===== config.mk =====
export PLATFORM = sky130hd
export DESIGN_NAME = port_requester
export DESIGN_NICKNAME = d
export VERILOG_FILES = /design/src/rtl/port_req_pkg.sv /design/src/rtl/tag_reorder_buffer.sv /design/src/rtl/port_requester.sv
export SDC_FILE = /design/constraint.sdc
export NUM_CORES = 1
export LEC_CHECK = 0
export ABC_AREA = 1
export CAP_MARGIN = 20
export CORE_MARGIN = 5
export CORE_UTILIZATION = 50
export CTS_BUF_LIST = sky130_fd_sc_hd__clkbuf_8
export DETAILED_ROUTE_END_ITERATION = 16
export DONT_BUFFER_PORTS = 1
export PLACE_DENSITY = 0.75
export SLEW_MARGIN = 20
export SYNTH_ARGS = -nofsm -noshare
export SYNTH_HDL_FRONTEND = slang
export SYNTH_SLANG_ARGS = --single-unit

===== constraint.sdc =====
create_clock -name clk -period 11.35 [get_ports clk]
set_input_delay 2.27 -clock clk [delete_from_list [all_inputs] [get_ports clk]]
set_output_delay 2.27 -clock clk [all_outputs]
set_load 0.01 [all_outputs]

===== src/rtl/port_req_pkg.sv =====
// ---------------------------------------------------------------------------
// port_req_pkg
// Shared widths and types for the port_requester client initiator.
//   ADDR_W    cluster port address width
//   DATA_W    cluster port data width
//   TAG_W     request tag width
//   NUM_TAGS  number of outstanding requests (2**TAG_W)
//   CNT_W     width of the outstanding-request counter (holds 0..NUM_TAGS)
//   rob_entry_t  one reorder-buffer slot {alloc, done, wen, data}
// ---------------------------------------------------------------------------
package port_req_pkg;

   localparam int ADDR_W   = 12;
   localparam int DATA_W   = 16;
   localparam int TAG_W    = 2;
   localparam int NUM_TAGS = 2 ** TAG_W;
   localparam int CNT_W    = TAG_W + 1;

   typedef struct packed {
      logic              alloc;
      logic              done;
      logic              wen;
      logic [DATA_W-1:0] data;
   } rob_entry_t;

endpackage


===== src/rtl/tag_reorder_buffer.sv =====
// ---------------------------------------------------------------------------
// tag_reorder_buffer
// Tag-indexed reorder buffer. Entries are allocated in issue order by the
// parent, completed in any order by cluster responses, and retired strictly
// in issue order through the head port.
//   clk, reset              clock / async active-high reset
//   alloc_en/tag/wen        allocate slot <tag> for a read or write
//   cmpl_en/tag/data        cluster response for slot <tag>
//   head_valid/data/wen     oldest slot, valid once its response is in
//   head_pop                retire the oldest slot
//   tag_err                 sticky: response for a free or completed slot
// ---------------------------------------------------------------------------
module tag_reorder_buffer
   import port_req_pkg::*;
(
   input  logic              clk,
   input  logic              reset,
   input  logic              alloc_en,
   input  logic [TAG_W-1:0]  alloc_tag,
   input  logic              alloc_wen,
   input  logic              cmpl_en,
   input  logic [TAG_W-1:0]  cmpl_tag,
   input  logic [DATA_W-1:0] cmpl_data,
   output logic              head_valid,
   output logic [DATA_W-1:0] head_data,
   output logic              head_wen,
   input  logic              head_pop,
   output logic              tag_err
);

   rob_entry_t       rob [NUM_TAGS];
   logic [TAG_W-1:0] rptr;
   logic             cmpl_ok;

   // A response is legal only for a slot that is allocated and still waiting.
   // A response colliding with a fresh allocation of the same tag sees the
   // slot as free, so it is flagged and the allocation takes the slot.
   assign cmpl_ok = cmpl_en & rob[cmpl_tag].alloc & ~rob[cmpl_tag].done;

   assign head_valid = rob[rptr].done;
   assign head_data  = rob[rptr].data;
   assign head_wen   = rob[rptr].wen;

   always_ff @(posedge clk or posedge reset) begin
      if (reset) begin
         for (int i = 0; i < NUM_TAGS; i++) begin
            rob[i] <= '0;
         end
         rptr    <= '0;
         tag_err <= 1'b0;
      end else begin
         for (int i = 0; i < NUM_TAGS; i++) begin
            if (alloc_en && alloc_tag == TAG_W'(i)) begin
               rob[i] <= '{alloc: 1'b1, done: 1'b0, wen: alloc_wen, data: '0};
            end else if (head_pop && rptr == TAG_W'(i)) begin
               rob[i].alloc <= 1'b0;
               rob[i].done  <= 1'b0;
            end else if (cmpl_ok && cmpl_tag == TAG_W'(i)) begin
               rob[i].done <= 1'b1;
               // writes carry no read data back to the client
               rob[i].data <= rob[i].wen ? '0 : cmpl_data;
            end
         end
         if (head_pop) begin
            rptr <= rptr + 1'b1;
         end
         if (cmpl_en && !cmpl_ok) begin
            tag_err <= 1'b1;
         end
      end
   end

endmodule


===== src/rtl/port_requester.sv =====
// ---------------------------------------------------------------------------
// port_requester
// Client-side initiator for one port of the banked memory cluster. Accepts
// client requests over valid/ready, tags them, holds them on the cluster
// port while the cluster freezes its inputs, and returns responses to the
// client in issue order through tag_reorder_buffer.
//   clk, reset                         clock / async active-high reset
//   req_valid/ready/addr/wdata/wen     client request handshake
//   resp_valid/ready/rdata/wen         client response handshake
//   port_req_tag/addr/data/wen/valid   request driven to the cluster
//   freeze_inputs                      cluster is not taking a request
//   port_req_tag_in/data_in/valid_in   response from the cluster
//   tag_err                            sticky illegal-response flag
// ---------------------------------------------------------------------------
module port_requester
   import port_req_pkg::*;
(
   input  logic              clk,
   input  logic              reset,
   input  logic              req_valid,
   output logic              req_ready,
   input  logic [ADDR_W-1:0] req_addr,
   input  logic [DATA_W-1:0] req_wdata,
   input  logic              req_wen,
   output logic              resp_valid,
   input  logic              resp_ready,
   output logic [DATA_W-1:0] resp_rdata,
   output logic              resp_wen,
   output logic [TAG_W-1:0]  port_req_tag,
   output logic [ADDR_W-1:0] port_addr,
   output logic [DATA_W-1:0] port_data,
   output logic              port_wen,
   output logic              port_valid,
   input  logic              freeze_inputs,
   input  logic [TAG_W-1:0]  port_req_tag_in,
   input  logic [DATA_W-1:0] port_data_in,
   input  logic              port_valid_in,
   output logic              tag_err
);

   logic [TAG_W-1:0] iptr;
   logic [CNT_W-1:0] count;
   logic             hold_valid;
   logic             take;
   logic             accept;
   logic             retire;

   assign take       = hold_valid & ~freeze_inputs;
   assign port_valid = hold_valid;

   // Ready looks at freeze_inputs directly so a freshly released hold slot
   // can be refilled in the same cycle. The count term uses the registered
   // value, so a retire while full frees a slot only from the next cycle.
   // Ready is also kept low while reset is asserted so every output is 0.
   assign req_ready = ~reset & (count < CNT_W'(NUM_TAGS)) & (~hold_valid | take);
   assign accept    = req_valid & req_ready;
   assign retire    = resp_valid & resp_ready;

   always_ff @(posedge clk or posedge reset) begin
      if (reset) begin
         hold_valid   <= 1'b0;
         port_req_tag <= '0;
         port_addr    <= '0;
         port_data    <= '0;
         port_wen     <= 1'b0;
      end else if (accept) begin
         hold_valid   <= 1'b1;
         port_req_tag <= iptr;
         port_addr    <= req_addr;
         port_data    <= req_wdata;
         port_wen     <= req_wen;
      end else if (take) begin
         hold_valid   <= 1'b0;
      end
   end

   always_ff @(posedge clk or posedge reset) begin
      if (reset) begin
         iptr <= '0;
      end else if (accept) begin
         iptr <= iptr + 1'b1;
      end
   end

   always_ff @(posedge clk or posedge reset) begin
      if (reset) begin
         count <= '0;
      end else begin
         case ({accept, retire})
            2'b10:   count <= count + 1'b1;
            2'b01:   count <= count - 1'b1;
            default: count <= count;
         endcase
      end
   end

   tag_reorder_buffer u_rob (
      .clk        (clk),
      .reset      (reset),
      .alloc_en   (accept),
      .alloc_tag  (iptr),
      .alloc_wen  (req_wen),
      .cmpl_en    (port_valid_in),
      .cmpl_tag   (port_req_tag_in),
      .cmpl_data  (port_data_in),
      .head_valid (resp_valid),
      .head_data  (resp_rdata),
      .head_wen   (resp_wen),
      .head_pop   (retire),
      .tag_err    (tag_err)
   );

endmodule


## Word level (Yosys, flattened, before mapping)

Index checks and enable logic that the tools add are counted.

| word-level totals | value |
|---|---|
| input port bits | 53 |
| output and inout bits | 52 |
| RAM bits | 0 |
| bits in read-only memories | 0 |
| memories kept | 0 |
| bits in registers | 116 |
| word-level logic and storage cells | 137 |
| bits in latches | 0 |

| cells by class | value |
|---|---|
| multiplexer cells | 41 |
| reduce and logical (&&, ||, !) cells | 35 |
| divide/modulo/power cells | 0 |
| bitwise operators | 14 |
| eq/ne operators | 15 |
| $lt $le $gt $ge | 3 |
| multipliers | 0 |
| shift operators | 0 |
| add/sub/neg operators | 4 |

Operator list:

| operator | count |
|---|---|
| $mux 16 | 16 |
| $bmux 19 s2 | 2 |
| $mux 19 | 2 |
| $mux 18 | 2 |
| $reduce_bool 2->1 | 10 |
| $eq 2x2->1 const B | 7 |
| $mux 1 | 14 |
| $logic_and 1x1->1 | 13 |
| $reduce_bool 3->1 | 4 |
| $eq 2x1->1 const B | 4 |
| $mux 2 | 4 |
| $ne 2x1->1 const B | 4 |
| $reduce_and 2->1 | 4 |
| $and 1x1->1 | 7 |
| $ge 3x3->1 const B | 2 |
| $logic_not 2->1 | 3 |
| $not 2->3 | 2 |
| $pmux 3 s2 | 1 |
| $add 2x1->2 const B | 2 |
| $not 1->1 | 4 |
| $add 3x1->3 const B | 1 |
| $lt 3x3->1 const B | 1 |
| $sub 3x1->3 const B | 1 |
| $logic_not 1->1 | 1 |
| $or 1x1->1 | 1 |

## Longest topological paths before layout

Gate-level depths: netlist of the first run.

| depth | value |
|---|---|
| depth in word-level cells | 10 |
| mapped depth | 12 |
| gate-level depth less buffers | 10 |

## Modules after synthesis

Synthesis of the first run repeated with hierarchy kept, for this count alone.

| second synthesis, totals | value |
|---|---|
| cell total of the unflattened synthesis | 752 |
| area, all modules | 6025.8 µm² |

Modules (own cells, without submodules):

| module | sequential area each (µm²) | cells each | times used | area an instance (µm²) |
|---|---|---|---|---|
| tag_reorder_buffer | 1976.9 | 580 | 1 | 4419.2 |
| port_requester | 925.9 | 172 | 1 | 1606.5 |

## Worst setup path after synthesis of the first run

Ideal clock, no wire load.

| timing | value |
|---|---|
| kind | input-to-output |
| from | input reset |
| to | output req_ready |
| path buffers | 0 |
| slack | 6548 ps |
| stages | 3 |
| data arrival time | 2532 ps |
| cells stage by stage | nor2_1 > nand2_1 > inv_1 |

| on the way | value |
|---|---|
| word-level cells in the longest chain between the ends | 3 |

Ends and longest elaborated chain:

| what | line | source |
|---|---|---|
| from (decl) | port_requester.sv:19 | `input logic reset,` |
| $not 1->1 | port_requester.sv:55 | `assign req_ready = ~reset & (count < CNT_W'(NUM_TAGS)) & (~hold_valid \| take);` |
| $and 1x1->1 (2 in series) | port_requester.sv:55 |  |
| to (decl) | port_requester.sv:21 | `output logic req_ready,` |

Every way passes these cells.

## Final worst setup path of the first run

Same ends and word-level chain as after synthesis.

==> results by group, run 1 <==
Run status
  • Status: completed

Cells and area
  • Syn-to-layout area delta: 7.24%
  • Layout cell share with drive strength beyond 1: 0.143
  • N_diodes: 0
  • Final instance area: 6510 um2
  • Nets: 771
  • Utilization after layout: 0.544

Setup path
  • Worst setup EP type: output pin
  • Critical Path RT: 9.08 ns
  • Kind of critical path: in -> out
  • FF-to-FF Start: count[2]
  • Worst Setup SP: reset
  • Slowest cell on crit path: inv_1
  • CP delay by family, top: buffers and inverters
  • Slowest cell delay on critical path: 0.18 ns
  • Crit-path max FO: 6
  • CP Cell Sequence: nor2_1 > nand2_1 > inv_1
  • Worst setup SP type: input pin
  • CP arrival: 2.58 ns
  • CP bufs+invs: 1

Route
  • Router iterations before antenna repair: 5
  • Uppermost layer routed: met4
  • Routed Antenna Nets: 0
  • Initial DRC count: 440
  • WL met1: 6.07 mm
  • Met3 WL: ~1.6 mm
  • Drt wl/cell: approximately 18 um
  • Drt drc: 0
  • Vias: 4,939
  • Met2 WL: 7.66 mm
  • DR vias/cell: 5.69
  • Drt total wl: 15.6 mm

Yosys
  • Syn. warnings: 0
  • Yosys cell types: 28
  • Synth top area share: 0.478
  • Primary flip-flop cell chosen by synthesis mapping: dfrtp_1
  • Area leader, netlist: dfrtp_1
  • Avg Inst Size Synth: 8.36 um2
  • Mapped Nets: 789
  • Commonest cells in the netlist: 145 x nand2_1, 139 x nand3_1, 116 x dfrtp_1
  • Top-count cell post-synth: nand2_1
  • Post-synth ARST share: 1.00
  • Cell Area, Synth: just over 6000 um2
  • Number of synthesized flops with an enable pin: 0
  • Mapped Cells: 726
  • Seq/Total Area, Yosys: 0.478
  • Flops & latches, synth: 116
  • Synth area leaders: dfrtp_1 48%, nand3_1 11%, nand2_1 9.0%

Floorplanning
  • Rows: 40
  • Initial core utilization: 0.507
  • Die Width: 120 um
  • Ports: 105
  • Core Box Area: 12,000 um2
  • Die H: 120 um
  • Die ar.: 14,400 um2

Clock network
  • Clock Path Buffers: 2
  • H-Tree Depth: 4
  • Clock slew at reported path FFs: 0.06 ns
  • Root Buffer: clkbuf_8
  • Post-CTS sizing: 0
  • CTS sink cnt: between 100 and 150
  • CTS tree: built
  • Num CTS Buffers: 17
  • CTS Hold Buffers Added: 0
  • # Post-CTS Setup Buffers: 0
  • Worst skew pair latency: 0.44 ns

Timing
  • Setup TNS: 0 ns
  • Slew @ Worst Pin: 1.08 ns
  • Fin crit share: 0.427
  • Final setup skew: about 0.011 ns
  • Max Slew Vio Count: 0
  • Period minus WS final: 4.85 ns
  • Final worst slack: 6.50 ns
  • # setup viols final: 0
  • Slew headroom: 0.281
  • Final hold vios: 0
  • Max frequency: 206 MHz
  • RSZ-0062 raised after global routing: no

GRT
  • Grt total ovfl: 0
  • Global-route usage over all layers: 0.225
  • Largest net degree at the start of global routing: 81
  • Vias in the first global route: 4,964
  • First-pass GRT wire length: 25.6 mm
  • Initial antenna violation count: 0

Power
  • PD cells: 294 nW/um2
  • Final Power: between 1.5 and 2 mW
  • Cell leakage power: 3.53 nW
  • IR Drop Worst-Case VDD: 0.000152 V

Placed design
  • HPWL after DPL: 10.2 mm
  • Placer Congestion: ~0.86
  • Pre-CTS setup slack: 6.50 ns
  • I/O Buffers: 0
  • Placed cell areas: 6050 um2

Run
  • Total of max-cap violations: 0

Hold path
  • HP Class: reg -> reg
  • Min-delay src: u_rob.rob[23]
-- through the flow --
step / hold slack (ns) / instances
6_report: 0.471 / 868
5_1_grt: 0.491 / 868
4_1_cts: 0.471 / 868
3_5_place_dp: 0.453 / 836
3_3_place_gp: 0.450 / 836
2_1_floorplan: 0.437 / 726
-- power breakdown --
part	switching (mW)	internal [mW]
logic	0.461	0.241
registers	0.167	0.610
clock network	0.169	0.266
total	0.797	1.12
-- flip-flops by register name, summed over array words and instances (netlist names) --
signal and cells:
u_rob.rob 76, port_data 16, port_addr 12, count 3, iptr 2, port_req_tag 2
u_rob.rptr 2, port_valid 1, port_wen 1, u_rob.tag_err 1
-- cell usage in the layout (no fill, tap or decap), types with 2 or more instances in the layout --
master,count
clkbuf_8,22
dfrtp_1,116
o21ai_0,48
buf_4,2
nand3_1,139
ha_1,9
bufinv_16,4
xor2_1,2
inv_1,88
nand3_4,4
nand2_1,145
nand2_2,25
mux2_2,29
o22ai_1,16
nor2_1,45
xnor2_1,2
clkinv_2,5
nand2_4,5
a21oi_1,5
-- cell families (layout without fill, tap and decap cells) --
| group | count (synthesis) | after routing | synth area share |
|---|---|---|---|
| AND/OR/NAND/NOR | 366 | 366 | 0.285 |
| buffers and inverters | 131 | 126 | 0.0940 |
| flip-flops | 116 | 116 | 0.478 |
| AO/OA/AOI/OAI | 70 | 70 | 0.0614 |
| multiplexers | 29 | 29 | 0.0538 |
| adder cells (fa/ha/maj) | 10 | 10 | 0.0219 |
| XOR/XNOR | 4 | 4 | 0.00577 |
-- final cells by class --
type / instances / area (um2)
Tap cell: 147 / 184
Fill cell: 1064 / 5450
Timing Repair Buffer: 3 / 26.3
Inverter: 91 / 345
Clock inverter: 10 / 151
Multi-Input combinational cell: 479 / 2590
Clock buffer: 22 / 303
Sequential cell: 116 / 2900
-- path summary, 6_finish.rpt --
check / depth (start not counted) / slack (ns) / endpoint
max reg2reg: 8 / 8.44 / u_rob.rob[66]
max: 3 / 6.50 / req_ready
min reg2reg: 2 / 0.47 / u_rob.rob[23]
max in group asynchronous: 2 / 8.54 / port_data[9]
min in group asynchronous: 1 / 1.73 / port_req_tag[1]
min: 2 / 0.47 / u_rob.rob[23]
-- layer usage --
layer | up-vias | global-route usage
met5 | - | 0
met1 | 2356 | 0.274
met3 | 31 | 0.0702
li1 | 2296 | -
met2 | 256 | 0.374
met4 | 0 | 0.0880
-- worst reg2reg max path: stages (launching register included) --
cell and delay, ns:
dfrtp_1 0.41, nor2_1 0.11, nand2_1 0.06, inv_1 0.18
nand3_1 0.78, nand2_2 0.75, nand2_4 0.31, nand2_1 0.15
nand2_1 0.06
(Power assumes the default switching activity.)
==> inputs of run 2 (changes only) <==
==> constraint.sdc (replaced) <==
create_clock -name clk -period 4.5 [get_ports clk]
set_input_delay 0.9 -clock clk [delete_from_list [all_inputs] [get_ports clk]]
set_output_delay 0.9 -clock clk [all_outputs]
set_load 0.01 [all_outputs]
==> results by group, run 2 (synthesis gave the netlist of run 1 again) <==
Setup path
  • CP bufs+invs: 2
  • CP delay by family, top: buffers and inverters
  • Reg2reg setup slack: around 1.7 ns
  • Slowest cell delay on critical path: between 0.5 and 0.6 ns
  • CP arrival: between 2 and 2.5 ns
  • Crit-path max FO: 39
  • Worst setup SP type: flop
  • Kind of critical path: reg -> out
  • Cell mode on critical path: a21oi_1
  • Worst setup EP type: output pin
  • Critical Path RT: approximately 3.6 ns
  • CP Cell Sequence: buf_4 > clkinv_2 > o21ai_0 > a21oi_1 > a21oi_1
  • Slowest cell on crit path: clkinv_2

Floorplanning
  • Initial core utilization: 0.507
  • Ports: 105
  • Die H: 120 um
  • Die Width: 120 um
  • Die ar.: between 10,000 and 15,000 um2
  • Rows: 40
  • Core Box Area: 12,000 um2

Clock network
  • CTS sink cnt: 116
  • # Post-CTS Setup Buffers: 0
  • CTS Hold Buffers Added: 0
  • CTS tree: built
  • Post-CTS sizing: 0
  • Worst skew pair latency: 0.45 ns
  • Clock slew at reported path FFs: 0.07 ns
  • Root Buffer: clkbuf_8
  • Clock Path Buffers: 2
  • Num CTS Buffers: 17
  • H-Tree Depth: 4

Power
  • PD cells: 722 nW/um2
  • IR Drop Worst-Case VDD: a little under 0.0004 V
  • Cell leakage power: 3.52 nW

Cells and area
  • Most common cell after layout, fill and taps aside: nand2_1
  • Final instance area: 6480 um2
  • FF/Latch Area: 2900 um2
  • Nets: about 780
  • Multi-input gate area: roughly 2600 um2
  • N_diodes: 0
  • Layout cell share with drive strength beyond 1: 0.146
  • Most flops, register: u_rob.rob
  • Biggest regs: u_rob.rob: 76 flops, port_data: 16 flops, port_addr: 12 flops
  • Highest-count cells in the layout ignoring fill and taps: 145 x nand2_1, 139 x nand3_1, 116 x dfrtp_1
  • FILL cells: 1,070
  • Largest register FFs: 76
  • Syn-to-layout area delta: 6.72%

Timing
  • RSZ-0062 raised after global routing: no
  • Setup TNS: 0 ns
  • Final hold vios: 0
  • Period minus WS final: 3.25 ns
  • Slew @ Worst Pin: roughly 0.94 ns
  • Max frequency: 308 MHz
  • Slew headroom: 0.369
  • Max Slew Vio Count: 0
  • # setup viols final: 0
  • Fin crit share: 0.722
  • Final setup skew: 0.00998 ns

Placed design
  • HPWL after DPL: 10.9 mm
  • I/O Buffers: 0
  • Placer Congestion: between 0.8 and 0.9
  • Placed cell areas: 6090 um2

Route
  • Router iterations before antenna repair: 6
  • Drt wl/cell: ~18 um
  • Drt total wl: 15.4 mm
  • Initial DRC count: 507
  • DR vias/cell: 5.59
  • Routed Antenna Nets: 0
  • Drt drc: 0
  • Vias: 4,882

GRT
  • Vias in the first global route: 4,792
  • Initial antenna violation count: 0
  • Global-route usage over all layers: 0.224
  • Grt total ovfl: 0
  • Largest net degree at the start of global routing: 54
  • First-pass GRT wire length: roughly 25 mm

Run
  • Total of max-cap violations: 0

Hold path
  • HP Class: in -> async

Run status
  • Status: completed
## run 2: cell types whose count changed in the layout (fill, tap and decap cells not counted)
cell / previous run / this run
bufinv_16: 4 / 2
clkbuf_8: 22 / 20
inv_1: 88 / 90
buf_6: 1 / 0
clkinvlp_4: 1 / 3
buf_4: 2 / 8
## run 2: layer usage
metal,global-route usage,vias up,share of wire
li1,-,2307,-
met1,0.282,2278,0.39
met2,0.352,250,0.47
met3,0.0749,47,0.11
met4,0.0966,0,0.029
met5,0,-,0
## run 2: through the flow
step	hold WS (ns)	power [mW]	cells	setup WS [ns]	util
3_5_place_dp	0.454	3.72	841	1.52	0.509
4_1_cts	0.327	4.68	873	1.23	0.541
6_report	0.320	4.68	873	1.25	0.541
5_1_grt	0.346	5.02	873	0.978	0.541
2_1_floorplan	0.437	3.31	726	0.528	-
3_3_place_gp	0.449	3.63	841	1.61	0.509
## run 2: where the power goes
group,leakage (nW),switching (mW),internal [mW]
sequential,1.44,0.426,1.54
combinational,1.87,1.15,0.616
clock,0.204,0.421,0.525
total,3.52,2.00,2.68
## run 2: final timing paths
path                          startpoint       endpoint  cells after the start
setup / recovery           u_rob.rptr[0]       resp_wen                      5
hold / removal                     reset       count[1]                      1
setup reg to reg           u_rob.rptr[0]       count[2]                     11
hold reg to reg            u_rob.rob[31]  u_rob.rob[31]                      2
max in group asynchronous          reset  u_rob.rob[24]                      2
min in group clk           u_rob.rob[31]  u_rob.rob[31]                      2
## run 2: layout make-up
cell class / instances / area share
multi-input combinational: 479 / 0.401
inverter: 91 / 0.0533
clock buffer: 20 / 0.0425
tap: 147 / 0.0284
timing repair buffer: 8 / 0.00927
sequential: 116 / 0.448
clock inverter: 12 / 0.0176
